File: src/rtl/vendor_pkg.sv
// Shared vending definitions: coin codes and values, amount width, change dispenser state encoding.
package vendor_pkg;

  localparam int unsigned COIN_W = 3;
  localparam int unsigned AMT_W  = 8;

  typedef logic [COIN_W-1:0] coin_t;

  // One-hot coin codes, same encoding as the coin buttons
  localparam coin_t COIN_NONE = 3'd0;
  localparam coin_t NICKEL    = 3'd1;
  localparam coin_t DIME      = 3'd2;
  localparam coin_t QUARTER   = 3'd4;

  localparam logic [AMT_W-1:0] VAL_NICKEL  = 8'd5;
  localparam logic [AMT_W-1:0] VAL_DIME    = 8'd10;
  localparam logic [AMT_W-1:0] VAL_QUARTER = 8'd25;

  typedef enum logic [2:0] {
    S_IDLE   = 3'd0,
    S_SELECT = 3'd1,
    S_EJECT  = 3'd2,
    S_GAP    = 3'd3,
    S_FINISH = 3'd4
  } disp_state_e;

  function automatic logic [AMT_W-1:0] coin_value(input coin_t c);
    logic [AMT_W-1:0] v;
    v = '0;
    case (c)
      QUARTER: v = VAL_QUARTER;
      DIME:    v = VAL_DIME;
      NICKEL:  v = VAL_NICKEL;
      default: v = '0;
    endcase
    return v;
  endfunction

endpackage

File: src/rtl/coin_stock.sv
// Single coin-type stock counter: loads INIT on reset, MAX on refill, counts down per dispensed coin.
module coin_stock
  import vendor_pkg::*;
#(
  parameter int unsigned INIT = 8,
  parameter int unsigned MAX  = 20
) (
  input  logic             clock,
  input  logic             reset,
  input  logic             load,
  input  logic             dec,
  output logic [AMT_W-1:0] count
);

  always_ff @(posedge clock or negedge reset) begin
    if (!reset) begin
      count <= AMT_W'(INIT);
    end else if (load) begin
      count <= AMT_W'(MAX);
    end else if (dec && (count != '0)) begin
      count <= count - AMT_W'(1);
    end
  end

endmodule

File: src/rtl/change_dispenser.sv
// Returns change one coin at a time: greedy quarter/dime/nickel choice bounded by stock,
// per-coin hopper handshake with tick-paced gap and ack timeout.
module change_dispenser
  import vendor_pkg::*;
#(
  parameter int unsigned STOCK_INIT    = 8,
  parameter int unsigned STOCK_MAX     = 20,
  parameter int unsigned GAP_TICKS     = 2,
  parameter int unsigned TIMEOUT_TICKS = 6
) (
  input  logic             clock,
  input  logic             reset,
  input  logic             tick,
  input  logic             start,
  input  logic [AMT_W-1:0] change,
  input  logic             refill,
  input  logic             eject_ack,
  output logic [COIN_W-1:0] eject,
  output logic             busy,
  output logic             done,
  output logic             fault,
  output logic [AMT_W-1:0] shortfall,
  output logic [AMT_W-1:0] stock_q,
  output logic [AMT_W-1:0] stock_d,
  output logic [AMT_W-1:0] stock_n
);

  localparam int unsigned CNT_W = 8;

  disp_state_e      state, state_nx;
  logic [AMT_W-1:0] remaining, remaining_nx;
  logic [CNT_W-1:0] tick_cnt, tick_cnt_nx;
  coin_t            coin, coin_nx;
  logic             flag, flag_nx;
  logic [AMT_W-1:0] shortfall_nx;
  coin_t            pick_c;
  coin_t            dec_sel_c;
  logic             refill_c;

  // Greedy choice limited by what is actually in stock
  always_comb begin
    pick_c = COIN_NONE;
    if ((remaining >= VAL_QUARTER) && (stock_q != '0)) begin
      pick_c = QUARTER;
    end else if ((remaining >= VAL_DIME) && (stock_d != '0)) begin
      pick_c = DIME;
    end else if ((remaining >= VAL_NICKEL) && (stock_n != '0)) begin
      pick_c = NICKEL;
    end
  end

  always_comb begin
    state_nx     = state;
    remaining_nx = remaining;
    tick_cnt_nx  = tick_cnt;
    coin_nx      = coin;
    flag_nx      = flag;
    shortfall_nx = shortfall;
    dec_sel_c    = COIN_NONE;
    refill_c     = 1'b0;
    unique case (state)
      S_IDLE: begin
        refill_c = refill;
        if (start) begin
          remaining_nx = change;
          shortfall_nx = '0;
          state_nx     = S_SELECT;
        end
      end
      S_SELECT: begin
        coin_nx = pick_c;
        if (pick_c != COIN_NONE) begin
          tick_cnt_nx = '0;
          state_nx    = S_EJECT;
        end else begin
          shortfall_nx = remaining;
          state_nx     = S_FINISH;
        end
      end
      S_EJECT: begin
        // Ack takes priority over a coincident timeout tick
        if (eject_ack) begin
          remaining_nx = remaining - coin_value(coin);
          dec_sel_c    = coin;
          tick_cnt_nx  = '0;
          state_nx     = S_GAP;
        end else if (tick) begin
          if ((tick_cnt + CNT_W'(1)) >= CNT_W'(TIMEOUT_TICKS)) begin
            shortfall_nx = remaining;
            flag_nx      = 1'b1;
            state_nx     = S_FINISH;
          end else begin
            tick_cnt_nx = tick_cnt + CNT_W'(1);
          end
        end
      end
      S_GAP: begin
        if ((GAP_TICKS == 0) || (tick && ((tick_cnt + CNT_W'(1)) >= CNT_W'(GAP_TICKS)))) begin
          state_nx = S_SELECT;
        end else if (tick) begin
          tick_cnt_nx = tick_cnt + CNT_W'(1);
        end
      end
      S_FINISH: begin
        flag_nx  = 1'b0;
        state_nx = S_IDLE;
      end
      default: state_nx = S_IDLE;
    endcase
  end

  // State plus registered outputs derived from the next state
  always_ff @(posedge clock or negedge reset) begin
    if (!reset) begin
      state     <= S_IDLE;
      remaining <= '0;
      tick_cnt  <= '0;
      coin      <= COIN_NONE;
      flag      <= 1'b0;
      shortfall <= '0;
      eject     <= COIN_NONE;
      busy      <= 1'b0;
      done      <= 1'b0;
      fault     <= 1'b0;
    end else begin
      state     <= state_nx;
      remaining <= remaining_nx;
      tick_cnt  <= tick_cnt_nx;
      coin      <= coin_nx;
      flag      <= flag_nx;
      shortfall <= shortfall_nx;
      eject     <= (state_nx == S_EJECT) ? coin_nx : COIN_NONE;
      busy      <= (state_nx != S_IDLE);
      done      <= (state_nx == S_FINISH);
      fault     <= (state_nx == S_FINISH) && flag_nx;
    end
  end

  coin_stock #(.INIT(STOCK_INIT), .MAX(STOCK_MAX)) u_stock_q (
    .clock (clock),
    .reset (reset),
    .load  (refill_c),
    .dec   (dec_sel_c == QUARTER),
    .count (stock_q)
  );

  coin_stock #(.INIT(STOCK_INIT), .MAX(STOCK_MAX)) u_stock_d (
    .clock (clock),
    .reset (reset),
    .load  (refill_c),
    .dec   (dec_sel_c == DIME),
    .count (stock_d)
  );

  coin_stock #(.INIT(STOCK_INIT), .MAX(STOCK_MAX)) u_stock_n (
    .clock (clock),
    .reset (reset),
    .load  (refill_c),
    .dec   (dec_sel_c == NICKEL),
    .count (stock_n)
  );

endmodule

File: config.mk
export PLATFORM = sky130hd
export DESIGN_NAME = change_dispenser
export DESIGN_NICKNAME = d
export VERILOG_FILES = /design/src/rtl/vendor_pkg.sv /design/src/rtl/coin_stock.sv /design/src/rtl/change_dispenser.sv
export SDC_FILE = /design/constraint.sdc
export NUM_CORES = 1
export LEC_CHECK = 0
export ABC_AREA = 1
export BUFFER_PORTS_ARGS = -buffer_cell sky130_fd_sc_hd__buf_2
export CORE_MARGIN = 3
export CORE_UTILIZATION = 50
export DETAILED_ROUTE_END_ITERATION = 7
export PLACE_DENSITY = 0.71
export RECOVER_POWER = 25
export SLEW_MARGIN = 20
export SYNTH_ARGS = -nofsm -noshare
export SYNTH_HDL_FRONTEND = slang
export SYNTH_SLANG_ARGS = --single-unit
File: constraint.sdc
create_clock -name clock -period 5.2 [get_ports clock]
set_input_delay 1.56 -clock clock [delete_from_list [all_inputs] [get_ports clock]]
set_output_delay 1.56 -clock clock [all_outputs]
set_load 0.01 [all_outputs]
# After elaboration in Yosys (flattened, before gate mapping)
# Index checks and enable logic that the tools add are counted.
dict set report totals {
  regBits 61
  inputBits 14
  output_inout_bits 38
  elab_cells 113
}
dict set report classes {
  n_addsub 5
  magnitude_cmp 5
  n_eq_ne 23
  n_mux 44
  reduce_logical 23
}
# operator count
set op_table {}
lappend op_table {{2-to-1 mux 8 bit} 21}
lappend op_table {{case mux 8 bit (3 select lines)} 2}
lappend op_table {{2-to-1 mux 3 bit} 11}
lappend op_table {{nonzero test 8 bit} 3}
lappend op_table {{subtractor 8 x 1 -> 8 bit (second input constant)} 3}
lappend op_table {{inequality test 2 bit (second input constant)} 9}
lappend op_table {{greater-or-equal comparator 8 x 3 -> 1 bit (second input constant)} 2}
lappend op_table {{case mux 8 bit (2 select lines)} 1}
lappend op_table {{== test 3 x 2 -> 1 bit (second input constant)} 5}
lappend op_table {{case mux 5 bit (3 select lines)} 1}
lappend op_table {{== test 3 bit (second input constant)} 4}
lappend op_table {{case mux 3 bit (4 select lines)} 1}
lappend op_table {{AND reduction 6 bit} 2}
lappend op_table {{nonzero test 3 bit} 4}
lappend op_table {{== test 3 x 1 -> 1 bit (second input constant)} 3}
lappend op_table {{adder 8 x 1 -> 8 bit (second input constant)} 1}
lappend op_table {{greater-or-equal comparator 8 x 2 -> 1 bit (second input constant)} 1}
lappend op_table {{greater-or-equal comparator 8 x 4 -> 1 bit (second input constant)} 1}
lappend op_table {{greater-or-equal comparator 8 x 5 -> 1 bit (second input constant)} 1}
lappend op_table {{logical AND 1 bit} 8}
lappend op_table {{nonzero test 2 bit} 4}
lappend op_table {{subtractor 8 bit} 1}
lappend op_table {{inequality test 3 bit (second input constant)} 2}
lappend op_table {{2-to-1 mux 1 bit} 5}
lappend op_table {{4 further kinds} 4}

# Logic depth before layout (Yosys ltp)
# Gate-level depths: netlist (run 1).
dict set report depth {
  ltp_word 10
  depth_mapped 15
  mapped_depth_nobuf 15
}

# By module
# A second synthesis (run 1) with hierarchy kept.
dict set report unflattened {
  hier_cells 529
  hier_area_um2 3826.2
}
# mod n_inst cells_each area_each_um2 seq_area_each_um2
set modules_own_cells {}
lappend modules_own_cells {change_dispenser 1 325 2272.2 925.9}
lappend modules_own_cells {coin_stock 3 68 518.0 201.4}

# Worst setup path before layout (run 1)
# No wires, ideal clock.
dict set report synth_timing {
  kind {input to register}
  from {in eject_ack}
  to {reg u_stock_q.count[7]}
  setup_ns 0.117
  arrival_time_ns 2.254
  required_ns 5.083
  setup_slack_ns 2.829
  stages 8
  path_buffers 0
  path_cell_list {nand2_4 > nor2_2 > nand2_2 > nor2_4 > nand2_1 > nor3_2 > and2_1 > nor2_1}
}
dict set report synth_via {
  elab_chain_len 5
}
# item line
set synth_rtl {}
lappend synth_rtl {{start: declaration} change_dispenser.sv:17} ;# input logic eject_ack,
lappend synth_rtl {{2-to-1 mux 3 bit} change_dispenser.sv:82} ;# if (eject_ack) begin
lappend synth_rtl {{2-to-1 mux 3 bit} change_dispenser.sv:61} ;# unique case (state)
lappend synth_rtl {{== test 3 bit} change_dispenser.sv:143} ;# .dec (dec_sel_c == QUARTER),
lappend synth_rtl {{logical AND 1 bit} coin_stock.sv:20} ;# end else if (dec && (count != '0)) begin
lappend synth_rtl {{nonzero test 2 bit (no source line)} --}
lappend synth_rtl {{end signal: assignment} coin_stock.sv:17} ;# count <= AMT_W'(INIT);
lappend synth_rtl {{end signal: assignment} coin_stock.sv:19} ;# count <= AMT_W'(MAX);
lappend synth_rtl {{end signal: assignment} coin_stock.sv:21} ;# count <= count - AMT_W'(1);
lappend synth_rtl {{end: declaration} coin_stock.sv:12} ;# output logic [AMT_W-1:0] count
# No other way between the ends.
# A chain may end at the register's enable or synchronous reset.

==> results by group, run 1 <==
Outcome
  – Status: finished with violations
  – Failing checks: capacitance limit, slew limit

Global route
  – Number of global-route vias before repair: 2982
  – First-pass GRT wire length: 13100 um
  – Initial antenna violation count: 0
  – Overflow after GRT: 0
  – Total track usage: 19.5%
  – Largest net degree at the start of global routing: 39

Synth
  – Mux contribution to synthesized area: 0%
  – Synth Area in Compound Gates: 12.0%
  – Mapped Area: 3540 um^2
  – Unique masters post-synth: 38
  – Simple-gate share of the synthesized area: 30.7%
  – Dominant synthesized flop cell: dfrtp_1
  – Async set-reset flop share out of synthesis: 100%
  – Synth Net Count: 475
  – Largest family of logic cells by synthesized area: simple AND/OR/NAND/NOR gates
  – Synth top area share: 41.0%
  – Adder-cell share of the synthesized area: 5.16%
  – Post-Synthesis Cells: 447
  – Xor and xnor area share after synthesis: 0.989%
  – Top area cells in the synthesized netlist: dfrtp_1 (41%), nand2_1 (10%), nand3_1 (6.4%), inv_1 (6.3%), ha_1 (4.6%)
  – Register area share after synthesis: 43.2%
  – Total number of yosys warnings: 0
  – #FFs+latches synth: 61
  – Yosys top cell by area: dfrtp_1
  – Mapped Avg Cell Area: 7.92 um^2
  – Number of synthesized flops with an enable pin: 0

Setup path
  – Slowest CP cell: clkbuf_1
  – Slowest stage delay, CP: 1.37 ns
  – Buf/Inv on CP: 2
  – Element type at the critical path end: async pin
  – Worst r2r dst: remaining[6]
  – Cells on worst reg2reg path: 11
  – Critical Path AT: 3.47 ns
  – Setup crit end: state[2]
  – CP Class: primary input to async pin
  – Critical path cell sequence: clkbuf_1 -> buf_4
  – Reg2Reg Launch Point: coin[1]
  – CP max FO: 38
  – FF-to-FF setup slack: 3.06 ns
  – Startpoint Class: primary input
  – Critical path depth: 2
  – CP startpoint: reset
  – Delay-heaviest family, CP: buffers and inverters
  – WP data required: 5.70 ns

STA
  – Setup TNS: 0 ns
  – Rel. slew slack: -30.2%
  – Final setup skew: 0.00837 ns
  – Slew Limit Fails: 39
  – F_max: 336 MHz
  – Number of hold violations in the final report: 0
  – RSZ-0062 raised after global routing: false
  – Worst slew pin tran: 1.95 ns
  – Final Critical Period: 2.98 ns
  – Fin crit share: 57.3%
  – Final setup violation count: 0
  – Hold WS: 0.478 ns

Run
  – Max-cap viol count: 1

Clock network
  – H-tree depth: 3
  – CTS sink cnt: 61
  – CTS Buf Count: 9
  – Skew-Pair Late Insertion Delay: 0.34 ns
  – Max clock buf depth: 2
  – # resized after CTS: 0
  – Clk slew on worst S/H paths: 0.07 ns
  – Clock root buffer master: clkbuf_8
  – Post-cts hold buffer count: 0
  – CTS tree: yes
  – Post-CTS setup buffers: 0

Power and ir drop
  – Pwr Total: 2.29 mW
  – Lkg Pwr: 2.12 nW
  – Pwr Density: 558 nW/um^2
  – Worst VDD drop: 0.000283 V

Layout
  – Share of layout cells above drive strength 1: 23.4%
  – Final nets: 532
  – Area grow syn2layout: 15.7%
  – Diode count: 0
  – Final instance area: 4100 um^2

Route
  – Residual DRC count: 0
  – Antenna-violating nets left: 0
  – Wire per inst: 12.4 um
  – Post-Route WL: 7490 um
  – Via count: 3089
  – DR pass1 iterations: 5
  – Initial drt markers: 128
  – Vias/cell: 5.11

Floorplanning
  – Die area: 8130 um^2
  – Core Region: 6830 um^2
  – FP Rows: 30
  – Die height: 90.2 um
  – Io pins: 52
  – Initial Util: 51.8%
  – Chip width: 90.2 um

Place
  – DP Area: 3890 um^2
  – DP HPWL: 5700 um
  – Routability cong.: 0.883
  – Port buffer count: 51

Hold path
  – Hold Path Class: flop to flop
state kept, by name, summed over array words and instances (netlist names):
signal / cells
busy: 1
coin: 3
done: 1
eject: 3
fault: 1
flag: 1
remaining: 8
shortfall: 8
state: 3
tick_cnt: 8
u_stock_d.count: 8
u_stock_n.count: 8
u_stock_q.count: 8
how the worst min path moves through the flow:
stage | start | slack (ns) | depth (start not counted) | end
2_1_floorplan | tick_cnt[7] | 0.49 | 2 | tick_cnt[7]
6_report | shortfall[3] | 0.48 | 2 | shortfall[3]
3_3_place_gp | shortfall[4] | 0.46 | 2 | shortfall[4]
5_1_grt | shortfall[7] | 0.51 | 2 | shortfall[7]
3_5_place_dp | shortfall[4] | 0.46 | 2 | shortfall[4]
4_1_cts | shortfall[4] | 0.48 | 2 | shortfall[4]
area by class of cell:
class | instances | area [um^2]
well taps | 96 | 120
clock inverters | 3 | 42.5
fillers | 656 | 2730
multi-input cells | 314 | 1730
repair buffers | 52 | 259
inverters | 66 | 248
clock buffers | 13 | 169
flip-flops and latches | 61 | 1530
per-layer routing:
metal,vias to the layer above,share of wire (%),track usage (%)
met5,-,0,0
met4,0,1.8,8.16
met3,15,4.5,2.85
met2,78,47,32.0
met1,1431,47,25.8
li1,1565,-,-
logic make-up after synthesis:
| group | count (synthesis) |
|---|---|
| buf+inv | 72 |
| compound gates | 71 |
| simple gates | 225 |
| flops | 61 |
| xor+xnor | 4 |
| fa+ha+maj | 14 |
synthesized netlist by cell type (all sizes together) (4+ instances only):
| library cell | instances |
|---|---|
| dfrtp | 58 |
| nor3 | 4 |
| inv | 66 |
| a31oi | 5 |
| nor2 | 56 |
| ha | 13 |
| nand2 | 105 |
| o22ai | 6 |
| nand4 | 8 |
| a21oi | 14 |
| o211ai | 4 |
| nand3 | 47 |
| o21ai | 37 |
cell usage in the layout (no fill, tap or decap), types with 3 or more instances in the layout:
cell type / n
nor2_2: 13
clkbuf_1: 4
nand4_1: 7
a31oi_1: 5
o211ai_1: 4
dfrtp_1: 58
inv_2: 7
or2_2: 3
buf_2: 48
ha_1: 13
nor2_4: 3
inv_1: 59
o22ai_1: 6
dfstp_2: 3
nand2_2: 8
nand3_1: 45
o21ai_0: 24
o21ai_2: 8
a21oi_1: 13
nor2_1: 39
o21bai_1: 3
clkbuf_8: 12
xor2_1: 3
o21ai_1: 5
nand2_1: 95
per-stage QoR:
stage / setup slack [ns] / utilization (%) / std cells
2_1_floorplan: 2.83 / - / 447
3_3_place_gp: 2.43 / 57.0 / 589
6_report: 2.22 / 60.0 / 605
4_1_cts: 2.53 / 60.1 / 605
5_1_grt: 1.84 / 60.0 / 605
3_5_place_dp: 2.42 / 57.0 / 589
power breakdown:
part	internal [mW]	switching, mW
Sequential	0.614	0.134
Clock	0.260	0.183
Combinational	0.389	0.707
(Power assumes the default switching activity.)
==> run 2, diff against run 1 <==
--- a/config.mk
+++ b/config.mk
@@ -5,12 +5,12 @@
 export SDC_FILE = /design/constraint.sdc
 export NUM_CORES = 1
 export LEC_CHECK = 0
-export ABC_AREA = 1
+export ABC_AREA = 0
 export BUFFER_PORTS_ARGS = -buffer_cell sky130_fd_sc_hd__buf_2
 export CORE_MARGIN = 3
 export CORE_UTILIZATION = 50
 export DETAILED_ROUTE_END_ITERATION = 7
-export PLACE_DENSITY = 0.71
+export PLACE_DENSITY = 0.74
 export RECOVER_POWER = 25
 export SLEW_MARGIN = 20
 export SYNTH_ARGS = -nofsm -noshare
==> constraint.sdc (replaced) <==
create_clock -name clock -period 2.5 [get_ports clock]
set_input_delay 0.75 -clock clock [delete_from_list [all_inputs] [get_ports clock]]
set_output_delay 0.75 -clock clock [all_outputs]
set_load 0.01 [all_outputs]
==> run 2 against run 1 <==
- critical path type is now flop to flop
- first-iteration DRC count grew 30%
- wire length fell by 0.64%
- the run now ends clean
- sequential cell count unchanged
- critical path depth up 6
- critical endpoint is now shortfall[7]
==> results by group, run 2 <==
Clock network
  – Max clock buf depth: 2 (unchanged)
  – Skew-Pair Late Insertion Delay: 0.34 ns (about the same)
  – CTS sink cnt: 61 (unchanged)
  – Clk slew on worst S/H paths: 0.07 ns (about the same)
  – Clock root buffer master: clkbuf_8
  – CTS Buf Count: 9 (unchanged)
  – H-tree depth: 3 (unchanged)
  – CTS tree: yes

Route
  – Antenna-violating nets left: 0 (unchanged)
  – DR pass1 iterations: 4 (-1)
  – Initial drt markers: 166 (+30%)
  – Post-Route WL: 7440 um (-0.64%)
  – Residual DRC count: 0 (unchanged)
  – Via count: 2824 (-8.6%)
  – Wire per inst: 14.7 um (+19%)
  – Vias/cell: 5.59 (+9.5%)

Place
  – Pre-CTS setup slack: 0.103 ns (-2.32 ns)
  – DP Area: 3930 um^2 (+0.90%)
  – Routability cong.: 0.883 (about the same)
  – Port buffer count: 51 (unchanged)
  – DP HPWL: 5570 um (-2.3%)

Layout
  – Final instance area: 4160 um^2 (+1.5%)
  – Area grow syn2layout: 19.4%
  – Share of layout cells above drive strength 1: 27.1% (+3.7 points)
  – Most common cell after layout, fill and taps aside: dfrtp_1
  – Diode count: 0 (unchanged)
  – Final nets: 451 (-15%)
  – Commonest non-fill, non-tap cells in the layout: dfrtp_1 (58), buf_2 (50), nor2_1 (40)
  – # fillers: 544 (-17%)

STA
  – Number of hold violations in the final report: 0 (unchanged)
  – Final setup violation count: 0 (unchanged)
  – Fin crit share: 94.1%
  – Setup TNS: 0 ns (unchanged)
  – Worst slew pin tran: 1.21 ns (-0.740 ns)
  – Final setup skew: 0.0108 ns (+0.00245 ns)
  – Final Critical Period: 2.35 ns
  – F_max: 425 MHz
  – Slew Limit Fails: 0 (-100%)
  – Slack of the critical path: 0.147 ns (-2.08 ns)
  – Rel. slew slack: 19.2% (+49 points)
  – RSZ-0062 raised after global routing: false

Synth
  – Register area share after synthesis: 43.9% (+0.75 points)
  – Unique masters post-synth: 72 (+89%)
  – Largest family of logic cells by synthesized area: simple AND/OR/NAND/NOR gates
  – Adder-cell share of the synthesized area: 5.25% (+0.089 points)
  – Async set-reset flop share out of synthesis: 100% (unchanged)
  – Top area cells in the synthesized netlist: dfrtp_1 (42%), ha_1 (4.7%), nor2_1 (4.3%), nand2_1 (3.7%), xor2_1 (2.8%)
  – Most frequent cells after synthesis: dfrtp_1 (58), nor2_1 (40), nand2_1 (34), inv_1 (22)
  – Cell with the most instances after synthesis: dfrtp_1
  – Mapped Avg Cell Area: 9.89 um^2 (+25%)
  – Xor and xnor area share after synthesis: 5.03% (+4.0 points)
  – Number of synthesized flops with an enable pin: 0 (unchanged)
  – Synth top area share: 41.7% (+0.71 points)
  – Mux contribution to synthesized area: 2.95% (+2.9 points)
  – Total number of yosys warnings: 0 (unchanged)
  – Synth Net Count: 380 (-20%)
  – Yosys top cell by area: dfrtp_1
  – Mapped Area: 3480 um^2 (-1.7%)
  – Dominant synthesized flop cell: dfrtp_1
  – Synth Area in Compound Gates: 14.3% (+2.2 points)
  – #FFs+latches synth: 61 (unchanged)
  – Simple-gate share of the synthesized area: 24.8% (-5.9 points)
  – Post-Synthesis Cells: 352 (-21%)

Floorplanning
  – Initial Util: 53.3% (+1.5 points)
  – Die area: 8000 um^2 (-1.6%)
  – Io pins: 52 (unchanged)
  – Die height: 89.5 um (-0.80%)
  – Core Region: 6530 um^2 (-4.4%)
  – Chip width: 89.5 um (-0.80%)
  – FP Rows: 29 (-3.3%)

Setup path
  – FF-to-FF setup slack: 0.15 ns (-2.91 ns)
  – Startpoint Class: flop
  – WP data required: 2.75 ns (-2.95 ns)
  – CP max FO: 8 (-79%)
  – CP startpoint: tick_cnt[0]
  – Worst r2r dst: shortfall[7]
  – Cells on worst reg2reg path: 8 (-3)
  – CP Class: flop to flop
  – Element type at the critical path end: flop
  – Critical Path AT: 2.61 ns (-0.86 ns)
  – Setup crit end: shortfall[7]
  – Reg2Reg Launch Point: tick_cnt[0]

Power and ir drop
  – Switching Share: 41.2% (-3.5 points)
  – Lkg Pwr: 1.93 nW (-9.1%)
  – Internal power: 2.73 mW (+120%)
  – Clock group share of total power: 17.8% (-1.6 points)
  – Pwr Density: 1110 nW/um^2 (+100%)
  – Worst VDD drop: 0.000490 V (+73%)
  – Flop pwr share: 34.0% (+1.3 points)
  – Psw: 1.91 mW (+87%)
  – Combinational power share: 48.2% (+0.3 points)

Global route
  – First-pass GRT wire length: 12700 um (-3.5%)
  – Largest net degree at the start of global routing: 25 (-36%)
  – Overflow after GRT: 0 (unchanged)
  – Total track usage: 20.7% (+1.2 points)
  – Number of global-route vias before repair: 2735 (-8.3%)
  – Initial antenna violation count: 0 (unchanged)

Hold path
  – Hold Path Class: flop to flop

Outcome
  – Status: complete, no violations

Run
  – Max-cap viol count: 0 (-1)
==> run 2: cell count changes after synthesis, moves of 7 or more <==
| cell | delta |
|---|---|
| a211oi_1 | +8 |
| inv_1 | -37 |
| inv_2 | -7 |
| mux2i_1 | +8 |
| nand2_1 | -61 |
| nand2_2 | -8 |
| nand2b_1 | +7 |
| nand3_1 | -38 |
| nor2_2 | -14 |
| nor2b_1 | +11 |
| o21ai_0 | -11 |
| o21ai_2 | -8 |
| xnor2_1 | +8 |
| xor2_1 | +8 |
==> run 2: worst max-delay path: stages, from the launching register on <==
cell	delay, ns
dfrtp_1	0.44
ha_1	0.31
xnor2_2	0.21
o2111ai_2	0.27
o311ai_4	0.17
buf_4	0.18
a2111oi_4	0.30
buf_6	0.20
mux2i_1	0.20
==> run 2: cell families after synthesis <==
group           after synthesis
flops                        61
buf+inv                      32
xor+xnor                     20
mux                          10
fa+ha+maj                    14
simple gates                151
compound gates               64
==> run 2: layout make-up <==
cell class / count / area [um^2] / area share [%]
clock buffers: 11 / 131 / 3.16
flip-flops and latches: 61 / 1530 / 36.8
multi-input cells: 259 / 1870 / 45.0
clock inverters: 5 / 52.6 / 1.26
repair buffers: 70 / 395 / 9.51
well taps: 77 / 96.3 / 2.32
inverters: 22 / 82.6 / 1.99
==> run 2: repair_timing <==
action                     CTS  global route
buffers inserted             0             1
hold buffers                 0             0
setup endpoints to repair    0            17
gates resized for setup      0            11
==> run 2: through the flow <==
stage / cells / utilization [%] / hold slack [ns] / power [mW]
detailed placement: 488 / 60.1 / 0.472 / 3.72
global route: 505 / 63.7 / 0.541 / 5.07
CTS: 504 / 63.0 / 0.387 / 4.57
floorplan: 352 / - / 0.445 / 3.10
finish: 505 / 63.7 / 0.484 / 4.64
global placement: 488 / 60.1 / 0.472 / 3.65
==> run 2: per-layer routing <==
metal / wire (um) / GRT usage [%] / up-vias
met3: 387 / 5.07 / 13
met2: 3430 / 32.8 / 55
met4: 153 / 9.34 / 0
met1: 3470 / 26.8 / 1377
li1: - / - / 1379
met5: 0 / 0 / -
==> run 2: worst min-delay path by stage <==
| stage | start | endpoint | slack [ns] | depth (start not counted) |
|---|---|---|---|---|
| 6_report | flag | flag | 0.48 | 2 |
| 5_1_grt | shortfall[2] | shortfall[2] | 0.54 | 2 |
| 4_1_cts | reset | tick_cnt[4] | 0.39 | 1 |
| 3_5_place_dp | flag | flag | 0.47 | 2 |
| 3_3_place_gp | flag | flag | 0.47 | 2 |
| 2_1_floorplan | flag | flag | 0.44 | 2 |
==> run 2: power by group through the flow <==
stage               registers [mW]  clock network [mW]  logic (mW)
floorplan                     1.58                   0        1.53
global placement              1.58                   0        2.07
detailed placement            1.59                   0        2.14
CTS                           1.57               0.846        2.15
global route                  1.63               0.887        2.55
finish                        1.58               0.824        2.24
==> run 3, diff against run 2 <==
--- a/config.mk
+++ b/config.mk
@@ -6,6 +6,7 @@
 export NUM_CORES = 1
 export LEC_CHECK = 0
 export ABC_AREA = 0
+export ABC_CLOCK_PERIOD_IN_PS = 2500
 export BUFFER_PORTS_ARGS = -buffer_cell sky130_fd_sc_hd__buf_2
 export CORE_MARGIN = 3
 export CORE_UTILIZATION = 50
==> constraint.sdc (replaced) <==
create_clock -name clock -period 2.5 [get_ports clock]
set_input_delay 0.75 -clock clock [delete_from_list [all_inputs] [get_ports clock]]
set_output_delay 0.75 -clock clock [all_outputs]
set_load 0.1 [all_outputs]
==> run 3 against run 2 <==
- register-to-register slack got worse by 0.03 ns
- sequential power barely moved
- cell count did not move
- critical endpoint is now tick_cnt[0]
- largest cell class unchanged
==> results by group, run 3 (synthesis results as in run 2) <==
Outcome
  – Status: complete, no violations

Clock network
  – Clock root buffer master: clkbuf_8
  – CTS sink cnt: 61 (unchanged)
  – CTS Buf Count: 9 (unchanged)
  – Post-CTS setup buffers: 0 (unchanged)
  – CTS tree: yes
  – # resized after CTS: 0 (unchanged)
  – Max clock buf depth: 2 (unchanged)
  – Post-cts hold buffer count: 0 (unchanged)
  – Skew-Pair Late Insertion Delay: 0.35 ns (about the same)
  – H-tree depth: 3 (unchanged)
  – Clk slew on worst S/H paths: 0.06 ns (about the same)

Layout
  – Final Util: 64.8% (+1.2 points)
  – Diode count: 0 (unchanged)
  – Final nets: 451 (unchanged)
  – Share of layout cells above drive strength 1: 30.8% (+3.7 points)
  – Area grow syn2layout: 21.6%
  – # fillers: 569 (+4.6%)
  – Multi-input logic area: 1860 um^2 (-0.60%)
  – Final instance area: 4240 um^2 (+1.8%)
  – FF/Latch Area: 1550 um^2 (+1.2%)
  – Final cell count without fillers: 505 (unchanged)
  – Most common cell after layout, fill and taps aside: buf_2
  – Commonest non-fill, non-tap cells in the layout: buf_2 (50), dfrtp_1 (43), nor2_1 (40)

STA
  – Fin crit share: 95.3% (+1.2 points)
  – Final Critical Period: 2.38 ns (+0.0298 ns)
  – Hold WS: 0.484 ns (-0.000426 ns)
  – Setup TNS: 0 ns (unchanged)
  – Rel. slew slack: 20.4% (+1.3 points)
  – Slew Limit Fails: 0 (unchanged)
  – Final setup violation count: 0 (unchanged)
  – Final setup skew: 0.0135 ns (+0.00271 ns)
  – Number of hold violations in the final report: 0 (unchanged)
  – F_max: 420 MHz (-1.3%)
  – Worst slew pin tran: 1.19 ns (-0.0194 ns)

Run
  – Max-cap viol count: 0 (unchanged)

Place
  – DP Area: 3970 um^2 (+0.99%)
  – DP HPWL: 5690 um (+2.1%)
  – Port buffer count: 51 (unchanged)
  – Routability cong.: 0.850 (-3.7%)
  – Placed insts: 489 (+0.20%)

Global route
  – Overflow after GRT: 0 (unchanged)
  – Largest net degree at the start of global routing: 25 (unchanged)
  – Initial antenna violation count: 0 (unchanged)
  – Total track usage: 21.4% (+0.69 points)
  – First-pass GRT wire length: 13000 um (+2.7%)
  – Number of global-route vias before repair: 2812 (+2.8%)

Route
  – Wire per inst: 14.9 um (+0.77%)
  – Post-Route WL: 7500 um (+0.77%)
  – Antenna-violating nets left: 0 (unchanged)
  – Initial drt markers: 92 (-45%)
  – Vias/cell: 5.49 (-1.8%)
  – DR pass1 iterations: 4 (unchanged)
  – Via count: 2773 (-1.8%)
  – Residual DRC count: 0 (unchanged)

Setup path
  – WP data required: 2.73 ns (-0.02 ns)
  – Startpoint Class: flop
  – Reg2Reg Launch Point: tick_cnt[5]
  – Critical Path AT: 2.61 ns (about the same)
  – FF-to-FF setup slack: 0.12 ns (-0.03 ns)
  – CP Class: flop to flop
  – Element type at the critical path end: flop
  – CP max FO: 8 (unchanged)
  – Worst r2r dst: tick_cnt[0]
  – Cells on worst reg2reg path: 6 (-2)

Floorplanning
  – Die area: 8000 um^2 (unchanged)
  – Chip width: 89.5 um (unchanged)
  – Io pins: 52 (unchanged)
  – Initial Util: 53.3% (unchanged)
  – Core Region: 6530 um^2 (unchanged)
  – FP Rows: 29 (unchanged)
  – Die height: 89.5 um (unchanged)

Power and ir drop
  – Worst VDD drop: 0.000778 V (+59%)
  – Lkg Pwr: 1.94 nW (+0.65%)
  – Pwr Density: 1370 nW/um^2 (+23%)

Hold path
  – Hold Path Class: flop to flop
  – Min-delay src: flag
  – Cell count of the worst hold path: 2 (unchanged)
  – Hold worst-path end: flag
==> run 3: changes by cell type in the layout (fill, tap and decap cells not counted), moves of 2 or more <==
cell | before | now
clkinv_2 | 3 | 1
clkbuf_1 | 3 | 1
dfrtp_1 | 58 | 43
dfrtp_2 | 0 | 15
clkbuf_8 | 9 | 13
==> run 3: layout make-up <==
| class | count | share of cell area (%) |
|---|---|---|
| timing repair buffer | 70 | 9.54 |
| clock inverter | 3 | 1.54 |
| multi-input combinational | 259 | 43.9 |
| tap | 77 | 2.27 |
| sequential | 61 | 36.6 |
| clock buffer | 13 | 4.22 |
| inverter | 22 | 1.95 |
==> run 3: worst max-delay path by stage <==
stage | slack, ns | from | cells past startpoint | end
2_1_floorplan | 0.03 | u_stock_n.count[7] | 6 | tick_cnt[0]
3_5_place_dp | 0.1 | tick_cnt[0] | 7 | tick_cnt[0]
3_3_place_gp | 0.17 | coin[0] | 10 | remaining[6]
4_1_cts | 0.08 | tick_cnt[0] | 7 | tick_cnt[0]
6_report | 0.12 | tick_cnt[5] | 6 | tick_cnt[0]
5_1_grt | -0.02 | tick_cnt[6] | 6 | tick_cnt[1]
==> run 3: critical path, stage by stage, from the launching register on <==
cell     delay (ns)
dfrtp_1        0.41
nor4_4         0.40
a22oi_1        0.22
o31a_1         0.30
o21ba_1        0.23
nor3_4         0.34
mux2_2         0.37
==> run 3: per-stage QoR <==
step | worst slack (ns) | power [mW]
2_1_floorplan | 0.0287 | 4.08
3_5_place_dp | 0.0967 | 4.77
4_1_cts | 0.0831 | 5.83
3_3_place_gp | 0.171 | 4.69
6_report | 0.117 | 5.82
5_1_grt | -0.0231 | 6.24
==> run 3: power by group <==
| part | leakage, nW | internal, mW | switching [mW] |
|---|---|---|---|
| combinational | 1.07 | 0.992 | 2.20 |
| sequential | 0.744 | 1.27 | 0.313 |
| clock | 0.126 | 0.668 | 0.376 |
| total | 1.94 | 2.93 | 2.89 |
==> run 3: per-layer routing <==
metal	vias to the layer above	track usage, %	share of wire [%]
met5	-	0	0
met4	0	7.98	1.7
met3	10	5.90	5.3
met2	62	35.8	48
met1	1322	26.3	45
li1	1379	-	-
